### src/rtl/fp_pkg.sv
// fp_pkg: shared definitions for the floating-point datapath blocks.
// Holds the operand class encoding, exception flag bit positions and
// helper functions that derive the exponent bias, the all-ones exponent
// and the canonical quiet NaN from the exponent and mantissa widths.
package fp_pkg;

  // Operand class, decided once from the raw fields and then carried down the pipe
  typedef enum logic [2:0] {
    CLS_ZERO,
    CLS_NORM,
    CLS_INF,
    CLS_QNAN,
    CLS_SNAN
  } fp_class_e;

  // Bit positions inside the 4-bit flags word {invalid, overflow, underflow, inexact}
  localparam int FLAG_INVALID   = 3;
  localparam int FLAG_OVERFLOW  = 2;
  localparam int FLAG_UNDERFLOW = 1;
  localparam int FLAG_INEXACT   = 0;

  function automatic int fp_bias(input int exp_w);
    return (1 << (exp_w - 1)) - 1;
  endfunction

  // Biased exponent value reserved for inf/NaN
  function automatic int fp_max_exp(input int exp_w);
    return (1 << exp_w) - 1;
  endfunction

  // Canonical quiet NaN: sign 0, exponent all ones, fraction MSB set.
  // Returned wide; callers truncate to their word width.
  function automatic logic [127:0] fp_qnan(input int exp_w, input int man_w);
    logic [127:0] v;
    v = ((128'd1 << exp_w) - 128'd1) << man_w;
    v = v | (128'd1 << (man_w - 1));
    return v;
  endfunction

endpackage

### src/rtl/fp_round_pack.sv
// fp_round_pack: combinational normalise / round / pack stage.
// Inputs : sign, cls_a/cls_b (operand classes), exp_in (signed biased
//          exponent before normalisation), prod (raw 1.x * 1.x product).
// Outputs: result (packed word), flags {invalid, overflow, underflow, inexact}.
// Rounding is round-to-nearest-even; out-of-range exponents saturate to
// inf or flush to zero.
module fp_round_pack
  import fp_pkg::*;
#(
  parameter int EXP_W = 8,
  parameter int MAN_W = 23
) (
  input  logic                     sign,
  input  fp_class_e                cls_a,
  input  fp_class_e                cls_b,
  input  logic signed [EXP_W+1:0]  exp_in,
  input  logic [2*MAN_W+1:0]       prod,
  output logic [EXP_W+MAN_W:0]     result,
  output logic [3:0]               flags
);

  localparam int XW = EXP_W + 2;
  localparam int PW = 2 * MAN_W + 2;
  localparam int W  = 1 + EXP_W + MAN_W;
  localparam logic signed [XW-1:0] MAX_EXP = XW'(fp_max_exp(EXP_W));
  localparam logic [W-1:0]         QNAN    = W'(fp_qnan(EXP_W, MAN_W));

  logic [PW-1:0]          norm;
  logic                   msb;
  logic [MAN_W:0]         mant;
  logic                   guard;
  logic                   rnd;
  logic                   sticky;
  logic                   round_up;
  logic [MAN_W+1:0]       mant_r;
  logic [MAN_W-1:0]       frac;
  logic signed [XW-1:0]   exp_f;
  logic                   nan_a, nan_b, inf_any, zero_any, zero_inf;

  always_comb begin
    // Product lies in [1,4); left-align it so the hidden bit is always the MSB
    msb      = prod[PW-1];
    norm     = msb ? prod : (prod << 1);
    mant     = norm[PW-1 -: MAN_W+1];
    guard    = norm[MAN_W];
    rnd      = norm[MAN_W-1];
    sticky   = |norm[MAN_W-2:0];
    round_up = guard & (rnd | sticky | mant[0]);
    mant_r   = {1'b0, mant} + (MAN_W+2)'(round_up);
    // A rounding carry means the mantissa became exactly 2.0
    frac     = mant_r[MAN_W+1] ? mant_r[MAN_W:1] : mant_r[MAN_W-1:0];
    exp_f    = exp_in + $signed({{(XW-1){1'b0}}, msb})
                      + $signed({{(XW-1){1'b0}}, mant_r[MAN_W+1]});

    nan_a    = (cls_a == CLS_QNAN) || (cls_a == CLS_SNAN);
    nan_b    = (cls_b == CLS_QNAN) || (cls_b == CLS_SNAN);
    inf_any  = (cls_a == CLS_INF) || (cls_b == CLS_INF);
    zero_any = (cls_a == CLS_ZERO) || (cls_b == CLS_ZERO);
    zero_inf = inf_any && zero_any;

    result = '0;
    flags  = '0;
    if (nan_a || nan_b || zero_inf) begin
      result = QNAN;
      flags[FLAG_INVALID] = zero_inf || (cls_a == CLS_SNAN) || (cls_b == CLS_SNAN);
    end else if (inf_any) begin
      result = {sign, {EXP_W{1'b1}}, {MAN_W{1'b0}}};
    end else if (zero_any) begin
      result = {sign, {(W-1){1'b0}}};
    end else if (exp_f >= MAX_EXP) begin
      result = {sign, {EXP_W{1'b1}}, {MAN_W{1'b0}}};
      flags[FLAG_OVERFLOW] = 1'b1;
      flags[FLAG_INEXACT]  = 1'b1;
    end else if (exp_f <= 0) begin
      result = {sign, {(W-1){1'b0}}};
      flags[FLAG_UNDERFLOW] = 1'b1;
      flags[FLAG_INEXACT]   = 1'b1;
    end else begin
      result = {sign, exp_f[EXP_W-1:0], frac};
      flags[FLAG_INEXACT] = guard | rnd | sticky;
    end
  end

endmodule

### src/rtl/fp_mul_pipe.sv
// fp_mul_pipe: 3-stage pipelined floating-point multiplier.
// Ports: clk, rst_n (async active-low); in_valid/in_ready/a/b operand
// handshake; out_valid/out_ready/result/flags result handshake.
// Stage 1 unpacks and classifies, stage 2 multiplies the mantissas,
// stage 3 (fp_round_pack) normalises, rounds and packs into the output
// register. All stages advance together under a single global stall.
module fp_mul_pipe
  import fp_pkg::*;
#(
  parameter int EXP_W = 8,
  parameter int MAN_W = 23
) (
  input  logic                     clk,
  input  logic                     rst_n,
  input  logic                     in_valid,
  output logic                     in_ready,
  input  logic [EXP_W+MAN_W:0]     a,
  input  logic [EXP_W+MAN_W:0]     b,
  output logic                     out_valid,
  input  logic                     out_ready,
  output logic [EXP_W+MAN_W:0]     result,
  output logic [3:0]               flags
);

  localparam int W    = 1 + EXP_W + MAN_W;
  localparam int XW   = EXP_W + 2;
  localparam int PW   = 2 * MAN_W + 2;
  localparam int BIAS = fp_bias(EXP_W);

  // Denormals (exp == 0) are treated as zero here
  function automatic fp_class_e classify(input logic [EXP_W-1:0] e, input logic [MAN_W-1:0] f);
    if (e == '0) return CLS_ZERO;
    if (e != '1) return CLS_NORM;
    if (f == '0) return CLS_INF;
    return f[MAN_W-1] ? CLS_QNAN : CLS_SNAN;
  endfunction

  logic                 advance;

  logic                 s1_valid_d, s1_valid_q;
  logic                 s1_sign_d, s1_sign_q;
  fp_class_e            s1_cls_a_d, s1_cls_a_q, s1_cls_b_d, s1_cls_b_q;
  logic signed [XW-1:0] s1_exp_d, s1_exp_q;
  logic [MAN_W:0]       s1_man_a_d, s1_man_a_q, s1_man_b_d, s1_man_b_q;

  logic                 s2_valid_d, s2_valid_q;
  logic                 s2_sign_d, s2_sign_q;
  fp_class_e            s2_cls_a_d, s2_cls_a_q, s2_cls_b_d, s2_cls_b_q;
  logic signed [XW-1:0] s2_exp_d, s2_exp_q;
  logic [PW-1:0]        s2_prod_d, s2_prod_q;

  logic                 out_valid_d, out_valid_q;
  logic [W-1:0]         result_d, result_q;
  logic [3:0]           flags_d, flags_q;

  logic [W-1:0]         rp_result;
  logic [3:0]           rp_flags;

  fp_round_pack #(.EXP_W(EXP_W), .MAN_W(MAN_W)) u_round_pack (
    .sign   (s2_sign_q),
    .cls_a  (s2_cls_a_q),
    .cls_b  (s2_cls_b_q),
    .exp_in (s2_exp_q),
    .prod   (s2_prod_q),
    .result (rp_result),
    .flags  (rp_flags)
  );

  // Global stall: the whole pipe moves only when the output slot can be freed
  always_comb begin
    advance     = out_ready || !out_valid_q;

    s1_valid_d  = s1_valid_q;
    s1_sign_d   = s1_sign_q;
    s1_cls_a_d  = s1_cls_a_q;
    s1_cls_b_d  = s1_cls_b_q;
    s1_exp_d    = s1_exp_q;
    s1_man_a_d  = s1_man_a_q;
    s1_man_b_d  = s1_man_b_q;
    s2_valid_d  = s2_valid_q;
    s2_sign_d   = s2_sign_q;
    s2_cls_a_d  = s2_cls_a_q;
    s2_cls_b_d  = s2_cls_b_q;
    s2_exp_d    = s2_exp_q;
    s2_prod_d   = s2_prod_q;
    out_valid_d = out_valid_q;
    result_d    = result_q;
    flags_d     = flags_q;

    if (advance) begin
      s1_valid_d = in_valid;
      if (in_valid) begin
        s1_sign_d  = a[W-1] ^ b[W-1];
        s1_cls_a_d = classify(a[W-2:MAN_W], a[MAN_W-1:0]);
        s1_cls_b_d = classify(b[W-2:MAN_W], b[MAN_W-1:0]);
        s1_exp_d   = $signed({2'b00, a[W-2:MAN_W]}) + $signed({2'b00, b[W-2:MAN_W]})
                     - $signed(XW'(BIAS));
        s1_man_a_d = {1'b1, a[MAN_W-1:0]};
        s1_man_b_d = {1'b1, b[MAN_W-1:0]};
      end

      s2_valid_d = s1_valid_q;
      if (s1_valid_q) begin
        s2_sign_d  = s1_sign_q;
        s2_cls_a_d = s1_cls_a_q;
        s2_cls_b_d = s1_cls_b_q;
        s2_exp_d   = s1_exp_q;
        s2_prod_d  = PW'(s1_man_a_q) * PW'(s1_man_b_q);
      end

      // Result and flags are only replaced by a real result, so they stay put while idle
      out_valid_d = s2_valid_q;
      if (s2_valid_q) begin
        result_d = rp_result;
        flags_d  = rp_flags;
      end
    end
  end

  always_ff @(posedge clk or negedge rst_n) begin
    if (!rst_n) begin
      s1_valid_q  <= 1'b0;
      s1_sign_q   <= 1'b0;
      s1_cls_a_q  <= CLS_ZERO;
      s1_cls_b_q  <= CLS_ZERO;
      s1_exp_q    <= '0;
      s1_man_a_q  <= '0;
      s1_man_b_q  <= '0;
      s2_valid_q  <= 1'b0;
      s2_sign_q   <= 1'b0;
      s2_cls_a_q  <= CLS_ZERO;
      s2_cls_b_q  <= CLS_ZERO;
      s2_exp_q    <= '0;
      s2_prod_q   <= '0;
      out_valid_q <= 1'b0;
      result_q    <= '0;
      flags_q     <= '0;
    end else begin
      s1_valid_q  <= s1_valid_d;
      s1_sign_q   <= s1_sign_d;
      s1_cls_a_q  <= s1_cls_a_d;
      s1_cls_b_q  <= s1_cls_b_d;
      s1_exp_q    <= s1_exp_d;
      s1_man_a_q  <= s1_man_a_d;
      s1_man_b_q  <= s1_man_b_d;
      s2_valid_q  <= s2_valid_d;
      s2_sign_q   <= s2_sign_d;
      s2_cls_a_q  <= s2_cls_a_d;
      s2_cls_b_q  <= s2_cls_b_d;
      s2_exp_q    <= s2_exp_d;
      s2_prod_q   <= s2_prod_d;
      out_valid_q <= out_valid_d;
      result_q    <= result_d;
      flags_q     <= flags_d;
    end
  end

  assign in_ready  = advance;
  assign out_valid = out_valid_q;
  assign result    = result_q;
  assign flags     = flags_q;

endmodule

### config.mk
export PLATFORM = sky130hd
export DESIGN_NAME = fp_mul_pipe
export DESIGN_NICKNAME = d
export VERILOG_FILES = /design/src/rtl/fp_pkg.sv /design/src/rtl/fp_round_pack.sv /design/src/rtl/fp_mul_pipe.sv
export SDC_FILE = /design/constraint.sdc
export NUM_CORES = 2
export LEC_CHECK = 0
export BUFFER_PORTS_ARGS = -buffer_cell sky130_fd_sc_hd__buf_4
export CAP_MARGIN = 20
export CORE_UTILIZATION = 50
export DETAILED_ROUTE_END_ITERATION = 10
export MAX_ROUTING_LAYER = met4
export PLACE_DENSITY = 0.77
export SYNTH_ARGS = -nofsm -noshare
export SYNTH_HDL_FRONTEND = slang
export SYNTH_SLANG_ARGS = --single-unit
### constraint.sdc
create_clock -name clk -period 6.55 [get_ports clk]
set_input_delay 1.31 -clock clk [delete_from_list [all_inputs] [get_ports clk]]
set_output_delay 1.31 -clock clk [all_outputs]
set_load 0.05 [all_outputs]
==> impl_metrics.py <==
metrics = {
    "worst_setup_path": {
        "worstPathCellList": "buf_6, and2_1, fa_1, inv_1, fa_1, inv_1, fa_1, fa_1, fa_1, fa_1, inv_1, fa_1, inv_1, ha_1, buf_4, a21oi_4, o211ai_1, o21ba_2, o311ai_1, o21ai_2, nand2_1, a21oi_1, xor2_1, o21ai_1",
        "max_stage_delay_ns": 0.63,
        "cp_num_buf_inv": 6,
        "worst_setup_path_start_kind": "flop",
        "path_max_fanout": 12,
        "critical_path.startpoint": "s1_man_a_q[11]",
        "worstReg2RegEnd": "s2_prod_q[43]",
        "cp_common_cell": "fa_1",
        "crit_family": "adder cells",
        "reg2reg_from": "s1_man_a_q[11]",
        "crit_required_ns": 6.87,
        "end_kind": "flop",
        "reg2reg_slack_ns": 0.008,
        "cp_slowest_cell": "fa_1",
        "worstSetupPathType": "reg -> reg",
        "reg2reg_depth": 24,
        "worstPathArrival_ns": 6.86,
    },
    "place": {
        "dp_cells": 3831,
        "dp_hpwl_um": 57100,
        "placement.io_buffers": 105,
        "gp_congestion": 0.946,
    },
    "cts": {
        "clockRootBuffer": "clkbuf_16",
        "path_clk_slew_ns": 0.08,
        "insertion_delay_ns": 0.47,
        "h-tree-depth": 4,
        "numCtsBuffers": 17,
        "clock-sinks": 168,
        "cts_tree": "built",
        "clockBufferDepth": 2,
    },
    "hold_path": {
        "hold_start": "s1_exp_q[0]",
        "whs_path_depth": 2,
        "min_to": "s2_exp_q[0]",
        "hold_path.class": "reg -> reg",
    },
    "global_routing": {
        "track_usage_pct": 27.0,
        "grt_pass1_vias": 22200,
        "overflow": 0,
        "grt_start_max_net_pins": 87,
        "grt_pass1_wl_um": 115000,
        "antenna_found_initial": 0,
    },
    "synthesis": {
        "synth.distinct_cells": 71,
        "synth.area.top_cells": "fa_1 36%, dfrtp_1 15%, ha_1 8.8%, inv_1 7.7%, and2_1 7.0%",
        "syn-mean-instance-area_um2": 9.20,
        "synth_top_area_share_pct": 35.7,
        "synthArstFlopShare_pct": 100,
        "yosys_warnings": 0,
        "synth-seq-cells": 168,
        "syn-cell-area_um2": 27200,
        "yosys.area.top_type": "fa_1",
        "synth-edff-count": 0,
        "synth_nets": 3696,
        "ys_seq_area_share_pct": 15.5,
        "ys.flop_type": "dfrtp_1",
        "synth_cells": 2953,
    },
    "timing": {
        "fin_crit_sh_pct": 99.9,
        "final_hold_viol_count": 0,
        "clock_skew_ns": 0.0172,
        "rsz0062_at_grt": "true",
        "worst_pin_slew_ns": 0.911,
        "setup_viol": 0,
        "max_freq_mhz": 153,
        "maxSlewViolCount": 0,
        "period_minus_slack_ns": 6.54,
        "slew_headroom_pct": 39.1,
        "finalSetupTns_ns": 0,
    },
    "cells_and_area": {
        "drive_above_1_share_pct": 21.3,
        "fin_nets": 3946,
        "antenna_cells": 0,
        "areaGrowthSynthToFinish_pct": 18.0,
        "final_cells": 3912,
    },
    "status": {
        "status": "completed",
    },
    "detailed_routing": {
        "ant_nets": 0,
        "wire_per_inst_um": 18.3,
        "route.detailed.drc": 0,
        "vias": 21100,
        "avgViaCountPerCell": 5.39,
        "drt_iter0_drc": 1611,
        "dr.pass1.iters": 7,
        "wl_um": 71600,
    },
    "die": {
        "start_util_pct": 50.6,
        "die-area_um2": 55300,
        "core-area_um2": 53700,
        "num_rows": 85,
        "io_pins": 106,
        "dieWidth_um": 235,
        "die_h_um": 235,
    },
    "job": {
        "maxCapViolCount": 0,
    },
}
[logic make-up after synthesis]
kind of cell / count (synthesis) / synth area share [%]
DFF: 168 / 15.5
xor gates and xnor gates: 94 / 3.03
and+or+nand+nor: 923 / 17.0
adders and majority gates: 675 / 44.4
AOI/OAI and AO/OA: 303 / 6.86
muxes: 81 / 3.33
buffers and inverters: 709 / 9.86
[routing by layer]
metal | GRT usage (%) | share of wire (%) | vias to the layer above
met4 | 5.64 | 2.4 | 0
li1 | - | - | 9578
met2 | 43.0 | 48 | 837
met1 | 36.0 | 42 | 10500
met3 | 5.00 | 7.7 | 137
met5 | - | 0 | -
[worst register-to-register path, delay by kind of cell, from the launching register on]
kind | cells | cell delay [ns]
adders and majority gates | 8 | 3.82
AOI/OAI and AO/OA | 7 | 1.10
buffers and inverters | 6 | 0.57
DFF | 1 | 0.48
and+or+nand+nor | 2 | 0.26
xor gates and xnor gates | 1 | 0.17
[flip-flops by register name, summed over array words and instances, names as in the netlist, 3 cells and up]
register    cells
s1_man_a_q     24
s2_cls_a_q      3
s1_man_b_q     23
s2_exp_q       10
result         32
s2_prod_q      48
s2_cls_b_q      3
s1_exp_q       10
flags           4
s1_cls_b_q      3
s1_cls_a_q      3
[worst max-delay path by stage]
stage	end	cells after the start	slack [ns]
finish	s2_prod_q[43]	24	0.008
global route	s2_prod_q[38]	27	-0.21
CTS	s2_prod_q[47]	22	-0.008
detailed placement	s2_prod_q[45]	23	-0.30
global placement	s2_prod_q[45]	24	-0.23
floorplan	s2_prod_q[45]	23	0.03
[cells in the final DEF, fill, tap and decap left out, types with 11 or more instances in the layout]
master     instances
inv_1            535
fa_1             459
nand2_1          417
buf_4            341
and2_1           294
ha_1             173
dfrtp_1          134
o21ai_0           83
mux2_2            69
xnor2_1           58
a21oi_1           55
nor2_1            48
xor2_1            36
dfrtp_2           34
nand3_1           27
fa_2              25
a21oi_2           24
inv_2             21
buf_6             19
ha_4              18
clkbuf_16         18
buf_12            17
nor4_1            16
a22o_1            16
nand4_1           15
nor2b_1           14
nor3_1            13
a21o_1            12
and2_4            11
[through the flow]
| stage | hold WS, ns | worst slack (ns) | cell area, µm² | util (%) |
|---|---|---|---|---|
| detailed placement | 0.467 | -0.302 | 30100 | 56.1 |
| finish | 0.481 | 0.00801 | 32100 | 59.7 |
| global placement | 0.456 | -0.227 | 30100 | 56.1 |
| global route | 0.498 | -0.209 | 32100 | 59.7 |
| CTS | 0.485 | -0.00849 | 31100 | 57.9 |
| floorplan | 0.438 | 0.0288 | 27200 | - |
[area by class of cell]
type	count	area, µm²
fillers	4284	21600
clock inverters	15	155
inverters	556	2090
flip-flops and latches	168	4250
clock buffers	17	425
well taps	696	871
multi-input cells	2076	21100
repair buffers	384	3190
[timing repair]
| item | CTS | global route |
|---|---|---|
| pin swaps | 32 | 64 |
| setup buffers | 17 | 30 |
| endpoints found under the hold margin | 0 | 0 |
| setup endpoints to repair | 20 | 23 |
| gates resized for setup | 79 | 179 |
| cloned | 1 | 2 |
| hold buffers | 0 | 0 |
[synthesized netlist by cell type (11+ instances only)]
cell type  number
a21o_1         12
a21oi_1        86
a22o_1         16
and2_1        305
clkbuf_1      140
dfrtp_1       168
fa_1          484
ha_1          191
inv_1         555
mux2_2         69
nand2_1       423
nand2b_1       11
nand3_1        29
nand4_1        15
nor2_1         50
nor2b_1        14
nor3_1         14
nor4_1         16
o21ai_0       102
o21bai_1       11
xnor2_1        58
xor2_1         36
Power is left out: the tool's default activity adds up to more than one toggle a clock period on the data nets, which glitch-free logic cannot reach.
